--- src/rtl/sparc_alu_pkg.sv ---
// Shared ALU record types, widths and MISR taps for the ALU capture path.
package sparc_alu_pkg;

    localparam int OP_W   = 6;
    localparam int DATA_W = 32;
    localparam int ICC_W  = 4;
    localparam int REC_W  = OP_W + DATA_W + ICC_W;

    localparam int MISR_TAP3 = 31;
    localparam int MISR_TAP2 = 21;
    localparam int MISR_TAP1 = 1;
    localparam int MISR_TAP0 = 0;

    typedef struct packed {
        logic [OP_W-1:0]   op;
        logic [DATA_W-1:0] res;
        logic [ICC_W-1:0]  icc;   // {N,Z,V,C}
    } alu_rec_t;

    // One MISR step: shift in the tap feedback, then fold in result, icc and opcode.
    function automatic logic [DATA_W-1:0] misr_next(input logic [DATA_W-1:0] sig,
                                                    input alu_rec_t          rec);
        logic fb;
        fb = sig[MISR_TAP3] ^ sig[MISR_TAP2] ^ sig[MISR_TAP1] ^ sig[MISR_TAP0];
        return {sig[DATA_W-2:0], fb} ^ rec.res
               ^ {{(DATA_W-ICC_W-OP_W){1'b0}}, rec.icc, rec.op};
    endfunction

endpackage

--- src/rtl/sync_fifo.sv ---
// Generic single-clock FIFO; write-to-read latency 1 cycle, no bypass.
// Backpressure via full/empty; pushes while full and pops while empty are ignored.
module sync_fifo #(
    parameter int DEPTH  = 8,
    parameter int ADDR_W = 3,
    parameter int WIDTH  = 42
) (
    input  logic             clk,
    input  logic             rst_n,
    input  logic             clear,
    input  logic             push,
    input  logic             pop,
    input  logic [WIDTH-1:0] wr_dat,
    output logic [WIDTH-1:0] rd_dat,
    output logic             full,
    output logic             empty
);

    logic [WIDTH-1:0]  mem [DEPTH];
    logic [ADDR_W-1:0] wr_ptr;
    logic [ADDR_W-1:0] rd_ptr;
    logic [ADDR_W:0]   occ;
    logic              push_ok;
    logic              pop_ok;

    assign full    = (occ == (ADDR_W+1)'(DEPTH));
    assign empty   = (occ == '0);
    assign push_ok = push & ~full & ~clear;
    assign pop_ok  = pop & ~empty & ~clear;
    assign rd_dat  = mem[rd_ptr];

    // DEPTH is a power of two, so pointers wrap naturally.
    always_ff @(posedge clk or negedge rst_n) begin
        if (!rst_n) begin
            wr_ptr <= '0;
            rd_ptr <= '0;
            occ    <= '0;
        end else if (clear) begin
            wr_ptr <= '0;
            rd_ptr <= '0;
            occ    <= '0;
        end else begin
            if (push_ok) wr_ptr <= wr_ptr + ADDR_W'(1);
            if (pop_ok)  rd_ptr <= rd_ptr + ADDR_W'(1);
            case ({push_ok, pop_ok})
                2'b10:   occ <= occ + (ADDR_W+1)'(1);
                2'b01:   occ <= occ - (ADDR_W+1)'(1);
                default: occ <= occ;
            endcase
        end
    end

    // Storage needs no reset: entries are only visible once occupancy covers them.
    always_ff @(posedge clk) begin
        if (push_ok) mem[wr_ptr] <= wr_dat;
    end

endmodule

--- src/rtl/alu_result_collector.sv ---
// ALU capture end: buffers {op,res,icc} records, drains them over valid/ready, keeps count + MISR.
// Latency 1 cycle push-to-head; in_ready = !full (no push on a full cycle even with a pop), overflow sets dropped.
module alu_result_collector
    import sparc_alu_pkg::*;
#(
    parameter int DEPTH  = 8,
    parameter int ADDR_W = 3,
    parameter int CNT_W  = 8
) (
    input  logic              clk,
    input  logic              rst_n,
    input  logic              clear,
    input  logic              in_valid,
    output logic              in_ready,
    input  logic [OP_W-1:0]   in_op,
    input  logic [DATA_W-1:0] in_res,
    input  logic              in_n,
    input  logic              in_z,
    input  logic              in_v,
    input  logic              in_c,
    output logic              out_valid,
    input  logic              out_ready,
    output logic [OP_W-1:0]   out_op,
    output logic [DATA_W-1:0] out_res,
    output logic [ICC_W-1:0]  out_icc,
    output logic [CNT_W-1:0]  count,
    output logic [DATA_W-1:0] signature,
    output logic              dropped
);

    alu_rec_t         in_rec;
    alu_rec_t         head_rec;
    logic [REC_W-1:0] head_dat;
    logic             full;
    logic             empty;
    logic             push;
    logic             pop;

    assign in_rec    = {in_op, in_res, in_n, in_z, in_v, in_c};
    assign in_ready  = ~full;
    assign out_valid = ~empty;
    // clear wins over both handshakes in the same cycle.
    assign push      = in_valid & in_ready & ~clear;
    assign pop       = out_valid & out_ready & ~clear;

    sync_fifo #(
        .DEPTH  (DEPTH),
        .ADDR_W (ADDR_W),
        .WIDTH  (REC_W)
    ) u_fifo (
        .clk    (clk),
        .rst_n  (rst_n),
        .clear  (clear),
        .push   (push),
        .pop    (pop),
        .wr_dat (in_rec),
        .rd_dat (head_dat),
        .full   (full),
        .empty  (empty)
    );

    // Stale storage is masked so the read port shows zeros while empty.
    assign head_rec = out_valid ? alu_rec_t'(head_dat) : '0;
    assign out_op   = head_rec.op;
    assign out_res  = head_rec.res;
    assign out_icc  = head_rec.icc;

    always_ff @(posedge clk or negedge rst_n) begin
        if (!rst_n) begin
            count     <= '0;
            signature <= '0;
            dropped   <= 1'b0;
        end else if (clear) begin
            count     <= '0;
            signature <= '0;
            dropped   <= 1'b0;
        end else begin
            if (push) begin
                signature <= misr_next(signature, in_rec);
                if (count != '1) count <= count + CNT_W'(1);
            end
            if (in_valid && full) dropped <= 1'b1;
        end
    end

endmodule

--- config.mk ---
export PLATFORM = sky130hd
export DESIGN_NAME = alu_result_collector
export DESIGN_NICKNAME = d
export VERILOG_FILES = /design/src/rtl/sparc_alu_pkg.sv /design/src/rtl/sync_fifo.sv /design/src/rtl/alu_result_collector.sv
export SDC_FILE = /design/constraint.sdc
export NUM_CORES = 1
export LEC_CHECK = 0
export ABC_AREA = 1
export ABC_CLOCK_PERIOD_IN_PS = 11130
export BUFFER_PORTS_ARGS = -buffer_cell sky130_fd_sc_hd__buf_2
export CAP_MARGIN = 20
export CORE_UTILIZATION = 40
export DETAILED_ROUTE_END_ITERATION = 6
export GPL_TIMING_DRIVEN = 0
export PLACE_DENSITY = 0.55
export SYNTH_ARGS = -nofsm -noshare
export SYNTH_HDL_FRONTEND = slang
export SYNTH_HIERARCHICAL = 1
export SYNTH_SLANG_ARGS = --single-unit
--- constraint.sdc ---
create_clock -name clk -period 11.13 [get_ports clk]
set_input_delay 0 -clock clk [delete_from_list [all_inputs] [get_ports clk]]
set_output_delay 0 -clock clk [all_outputs]
set_load 0.02 [all_outputs]
* Word level (Yosys, flattened, before mapping)
Memory sizes are Yosys's and may differ from the RTL's.
Index checks and enable logic that the tools add are counted.
Widths: inputs -> output; s select.
** Storage, ports and cells
- Output and inout bits :: 85
- Memories :: 1
- Bits in writable memories :: 336
- Register bits after elaboration :: 51
- Input port bits :: 47
- Logic and storage cells :: 57
** Memory list
- u_fifo.mem :: depth 8, bits a word 42, read ports 1, clocked after memory_dff 0, write ports 1, RTL line sync_fifo.sv:19 : logic [WIDTH-1:0] mem [DEPTH];
** Operators by class
- Bitwise logic cells :: 16
- Reduce and logical (&&, ||, !) cells :: 9
- Eq/ne operators :: 4
- $add $sub $neg :: 5
- Mux-type cells :: 16
** Operators by type and width (count)
- $mux 32 :: 2
- $mux 42 :: 1
- $xor 32x10->32 :: 1
- $xor 32x32->32 :: 1
- $mux 8 :: 3
- $mux 3 :: 4
- $reduce_bool 2->1 :: 5
- $add 8x1->8 const B :: 1
- $and 1x1->1 :: 8
- $ne 8x8->1 const B :: 1
- $pmux 4 s2 :: 1
- $add 3x1->3 const B :: 2
- $add 4x1->4 const B :: 1
- $eq 4x4->1 const B :: 1
- $logic_not 4->1 :: 1
- $mux 1 :: 4
- $mux 4 :: 1
- $sub 4x1->4 const B :: 1
- $not 1->1 :: 3
- $reduce_bool 3->1 :: 1
- $xor 1x1->1 :: 3
- $eq 2x1->1 const B :: 1
- $eq 2x2->1 const B :: 1
- $reduce_and 2->1 :: 1
- $logic_and 1x1->1 :: 1

* Logic depth before layout (Yosys ltp)
- Depth in word-level cells :: 9
- Mapped depth :: 21
- Mapped depth without buffers :: 20

* Hierarchy
Netlist, hierarchy kept.
** By module, submodules not included
- sync_fifo :: cells each 1082, seq. area each 10339.9 um^2, instances 1, area each 13763.2 um^2
- alu_result_collector :: cells each 371, seq. area each 1026.0 um^2, instances 1, area each 2610.0 um^2

* Worst setup path after synthesis
No wires, ideal clock.
- Path kind :: flip-flop to flip-flop
- From :: reg u_fifo.occ[3]
- To :: mem u_fifo.mem[0][0], enable pin
- Arrival time :: 3149 ps
- Clock period less this slack :: 3590 ps
- Buffers on the path :: 1
- Required time :: 10689 ps
- Cell stages (with the launch flop) :: 13
- Slack :: 7540 ps
- Setup time :: 441 ps
- Path through :: dfrtp_1 -> inv_1 -> nor2_2 -> nand2_2 -> inv_1 -> inv_2 -> nand3_2 -> inv_2 -> buf_4 -> nand3_1 -> inv_1 -> nand2_1 -> nor2_1
** On the way
- Cells in the longest elaborated chain, start to end :: 8
** Ends and longest elaborated chain
- start: declaration :: RTL line sync_fifo.sv:22 : logic [ADDR_W:0] occ;
- start signal: assignment :: RTL line sync_fifo.sv:46 : 2'b10: occ <= occ + (ADDR_W+1)'(1);
- start signal: assignment :: RTL line sync_fifo.sv:47 : 2'b01: occ <= occ - (ADDR_W+1)'(1);
- $eq 4x4->1 :: RTL line sync_fifo.sv:26 : assign full = (occ == (ADDR_W+1)'(DEPTH));
- net full :: RTL line alu_result_collector.sv:34 : logic full;
- $not 1->1 :: RTL line alu_result_collector.sv:40 : assign in_ready = ~full;
- net in_ready :: RTL line alu_result_collector.sv:14 : output logic in_ready,
- $and 1x1->1 (2 in a row) :: RTL line alu_result_collector.sv:43 : assign push = in_valid & in_ready & ~clear;
- net push :: RTL line alu_result_collector.sv:36 : logic push;
- $and 1x1->1 (2 in a row) :: RTL line sync_fifo.sv:28 : assign push_ok = push & ~full & ~clear;
- $mux 1 :: RTL line sync_fifo.sv:55 : if (push_ok) mem[wr_ptr] <= wr_dat;
- $mux 1 (not written as such) :: RTL line sync_fifo.sv:55
- end: declaration :: RTL line sync_fifo.sv:19
The timed path passes the listed nets, and every way through them passes these cells.

* Final worst setup path
- From :: reg u_fifo.occ[0]
- To :: mem u_fifo.mem[4][27], enable pin
** On the way
- Cells in the longest elaborated chain, start to end :: 8
** Ends and longest elaborated chain (RTL line)
- $eq 4x4->1 :: sync_fifo.sv:26
- net full :: alu_result_collector.sv:34
- $not 1->1 :: alu_result_collector.sv:40
- $and 1x1->1 (2 in a row) :: alu_result_collector.sv:43
- net push :: alu_result_collector.sv:36
- $and 1x1->1 (2 in a row) :: sync_fifo.sv:28
- $mux 1 :: sync_fifo.sv:55
- $mux 1 (not written as such) :: sync_fifo.sv:55
The timed path passes the listed nets, and every way through them passes these cells.

==> flow_summary.ini <==
[outcome]
status = completed

[timing]
period_needed_ns = 3.29
finalHoldViolCount = 0
setup_viol_count_final = 0
slew_headroom = 0.414
timing.fmax_mhz = 304
fin_skew_ns = 0.0174
drv_slew = 0
rsz0062_at_grt = false
fin_crit_sh = 0.296
worst_pin_slew_ns = 0.878
finalSetupTns_ns = 0

[min_path]
min-delay-path-class = in -> async

[worst_setup_path]
path_delay_family = simple AND/OR/NAND/NOR gates
path_cells = nor2_2 -> nand2_2 -> inv_1 -> inv_2 -> nand3_2 -> inv_2 -> buf_4 -> nand3_1 -> inv_1 -> nand2_1 -> nor2_4 -> buf_12
cp-start-kind = flip-flop
critPathBufInv = 6
worstPathRequired_ns = 11.36
critPathMaxStageDelay_ns = 0.68
crit_path_end_kind = flip-flop
cp.arrival_ns = 3.52
crit_type = reg -> reg
worst-path-max-fanout = 22
critPathSlowestCell = nor2_4

[routing]
drt_iter0_drc = 796
vias_per_cell = 5.13
drt-total-wl_um = 44300
drc = 0
vias = 11500
ant_nets = 0
avgRoutedWirePerCell_um = 19.7
drt_pre_antenna_iters = 5

[power]
p_sw_mw = 1.03
swShare = 0.280
ir_drop_mv = 0.126
static-leakage-power_nw = 7.62
pwr-share-comb = 0.175
p_int_mw = 2.64
seqPwrFrac = 0.444
pwr-share-clk = 0.380
power_density_nw_per_um2 = 185

[global_routing]
grt_pass1_wl_um = 67300
grt_util_met2 = 0.357
busiest_layer = met2
grt_use_met1 = 0.291
grt_max_degree = 52
grt_antenna_before_repair = 0
grt-ovfl-total = 0
grt_pass1_vias = 11200
met3_usage = 0.0284
grt_usage = 0.215

[clock_network]
clock_latency_ns = 0.54
cts_buffers = 42
clock_tree.root_cell = clkbuf_16
ctsHoldBuffers = 47
cts_sinks = 387
clock_path_buffers = 3
cts_resized = 0
cts_tree = built
post-cts-setup-buffers = 0
clk_transition_reported_paths_ns = 0.06
htree_levels = 2

[layout]
nets = 1738
layout-drive-gt1-share = 0.165
post-route-util = 0.495
area.growth.synth_to_final_pct = 21.1
antennaDiodeCount = 0
layout.cells.non_filler = 2242

[place]
port_buffers = 131
placed_cells = 2119
hpwl_um = 29200
finalWeightedCongestion = 0.790

[synth]
syn-instance-count = 1453
synth_compound_area_frac = 0.0973
synth_nets = 1506
yosys.area_share.adder = 0.00504
synthSimpleGateAreaFrac = 0.136
ys_seq_elements = 387
synth_xor_area_frac = 0.0171
syn_area_per_cell_um2 = 11.3
ys_types = 36
synth_area_um2 = 16400
yosys_warnings = 6
yosysSeqAreaShare = 0.694
synth_top_family_by_area = simple AND/OR/NAND/NOR gates
synthMuxAreaShare = 0

[die]
die-area_um2 = 41700
pin_count = 132
die_x_um = 204
core_area_um2 = 40100
die_h_um = 204
rows = 73
initial_core_util = 0.408

[flow_run]
drv_cap = 0
logic make-up (layout without fill, tap and decap cells):
family / after synthesis / after routing
compound gates: 303 / 303
simple gates: 562 / 562
buf+inv: 163 / 427
fa+ha+maj: 6 / 6
xor+xnor: 32 / 32
flops: 387 / 387
final cells by class:
class / count / area [um^2]
tap: 525 / 657
multi-input combinational: 903 / 4240
sequential: 387 / 11400
clock inverter: 18 / 198
fill: 3667 / 20300
timing repair buffer: 188 / 1360
inverter: 85 / 327
clock buffer: 58 / 1180
buffer: 78 / 497
placed cells by master, fill, tap and decap left out, types with 9 or more instances in the layout:
cell / instances
edfxtp_1: 336
a21oi_1: 47
o21ai_1: 106
dlygate4sd3_1: 47
a31oi_1: 42
clkbuf_1: 39
dfrtp_1: 51
inv_1: 76
o21ai_0: 99
nand3_1: 50
nand2_2: 9
buf_4: 13
buf_6: 15
buf_2: 146
nand2_1: 216
xnor2_1: 32
nor2_1: 269
clkbuf_16: 43
metal layers:
layer  share of wire  wire, um  up-vias
li1                -         -     5480
met1            0.45     19700     5658
met2            0.48     21300      302
met3           0.047      2070       68
met4           0.027      1180        0
met5               0         0        -
sequential cells by signal, summed over array words and instances (netlist names):
register       count
u_fifo/wr_ptr      3
u_fifo/mem       336
u_fifo/occ         4
dropped            1
count              8
u_fifo/rd_ptr      3
signature         32
worst paths after layout:
path | from | to | slack (ns) | cells past startpoint
setup / recovery | u_fifo/occ[0] | u_fifo/mem[4][27] | 7.84 | 12
min in group clk | in_res[28] | u_fifo/mem[1][32] | 0.31 | 2
setup reg to reg | u_fifo/occ[0] | u_fifo/mem[4][27] | 7.84 | 12
hold / removal | rst_n | signature[25] | 0.09 | 2
hold reg to reg | count[1] | count[1] | 0.52 | 2
max in group asynchronous | rst_n | signature[4] | 10.48 | 2
synth_stat cells:
library cell | count | area share
dfrtp_1 | 51 | 0.078
o21ai_0 | 99 | 0.030
nand2_2 | 9 | 0.0034
nor2_2 | 4 | 0.0015
clkinv_1 | 2 | 0.00046
nand3_1 | 50 | 0.015
o21ai_2 | 3 | 0.0016
edfxtp_1 | 336 | 0.62
nor3_1 | 1 | 0.00031
xnor2_1 | 32 | 0.017
buf_4 | 12 | 0.0055
buf_6 | 15 | 0.010
o22ai_1 | 3 | 0.0011
nand3_2 | 1 | 0.00061
a31oi_1 | 42 | 0.016
nand4_2 | 1 | 0.00076
nor2_1 | 277 | 0.064
o21a_1 | 1 | 0.00046
clkbuf_2 | 3 | 0.00092
o21ai_1 | 106 | 0.032
nand4_1 | 2 | 0.00076
ha_1 | 5 | 0.0038
inv_2 | 5 | 0.0011
clkbuf_1 | 29 | 0.0066
buf_2 | 16 | 0.0049
o21bai_1 | 1 | 0.00046
or2_2 | 1 | 0.00038
inv_6 | 1 | 0.00054
a21oi_1 | 47 | 0.014
a21oi_2 | 1 | 0.00054
fa_1 | 1 | 0.0012
inv_1 | 76 | 0.017
buf_8 | 2 | 0.0018
buf_1 | 1 | 0.00023
inv_4 | 1 | 0.00038
nand2_1 | 216 | 0.050
power groups by stage:
stage / clock (mW) / combinational (mW) / sequential [mW]
after global placement: 0 / 0.632 / 1.66
after detailed placement: 0 / 0.641 / 1.66
after floorplan: 0 / 0.374 / 1.67
final: 1.40 / 0.643 / 1.63
after global routing: 1.48 / 0.707 / 1.63
after CTS: 1.42 / 0.656 / 1.63
per-stage QoR:
stage	area [um^2]	hold slack, ns	total power, mW	setup WS, ns
after CTS	19800	0.109	3.71	7.79
after floorplan	16400	-0.296	2.05	7.54
after detailed placement	18000	0.143	2.30	7.81
final	19800	0.0861	3.67	7.84
after global placement	17700	0.303	2.29	5.34
after global routing	19800	0.169	3.82	7.63
Power figures use the tool's default switching activity.
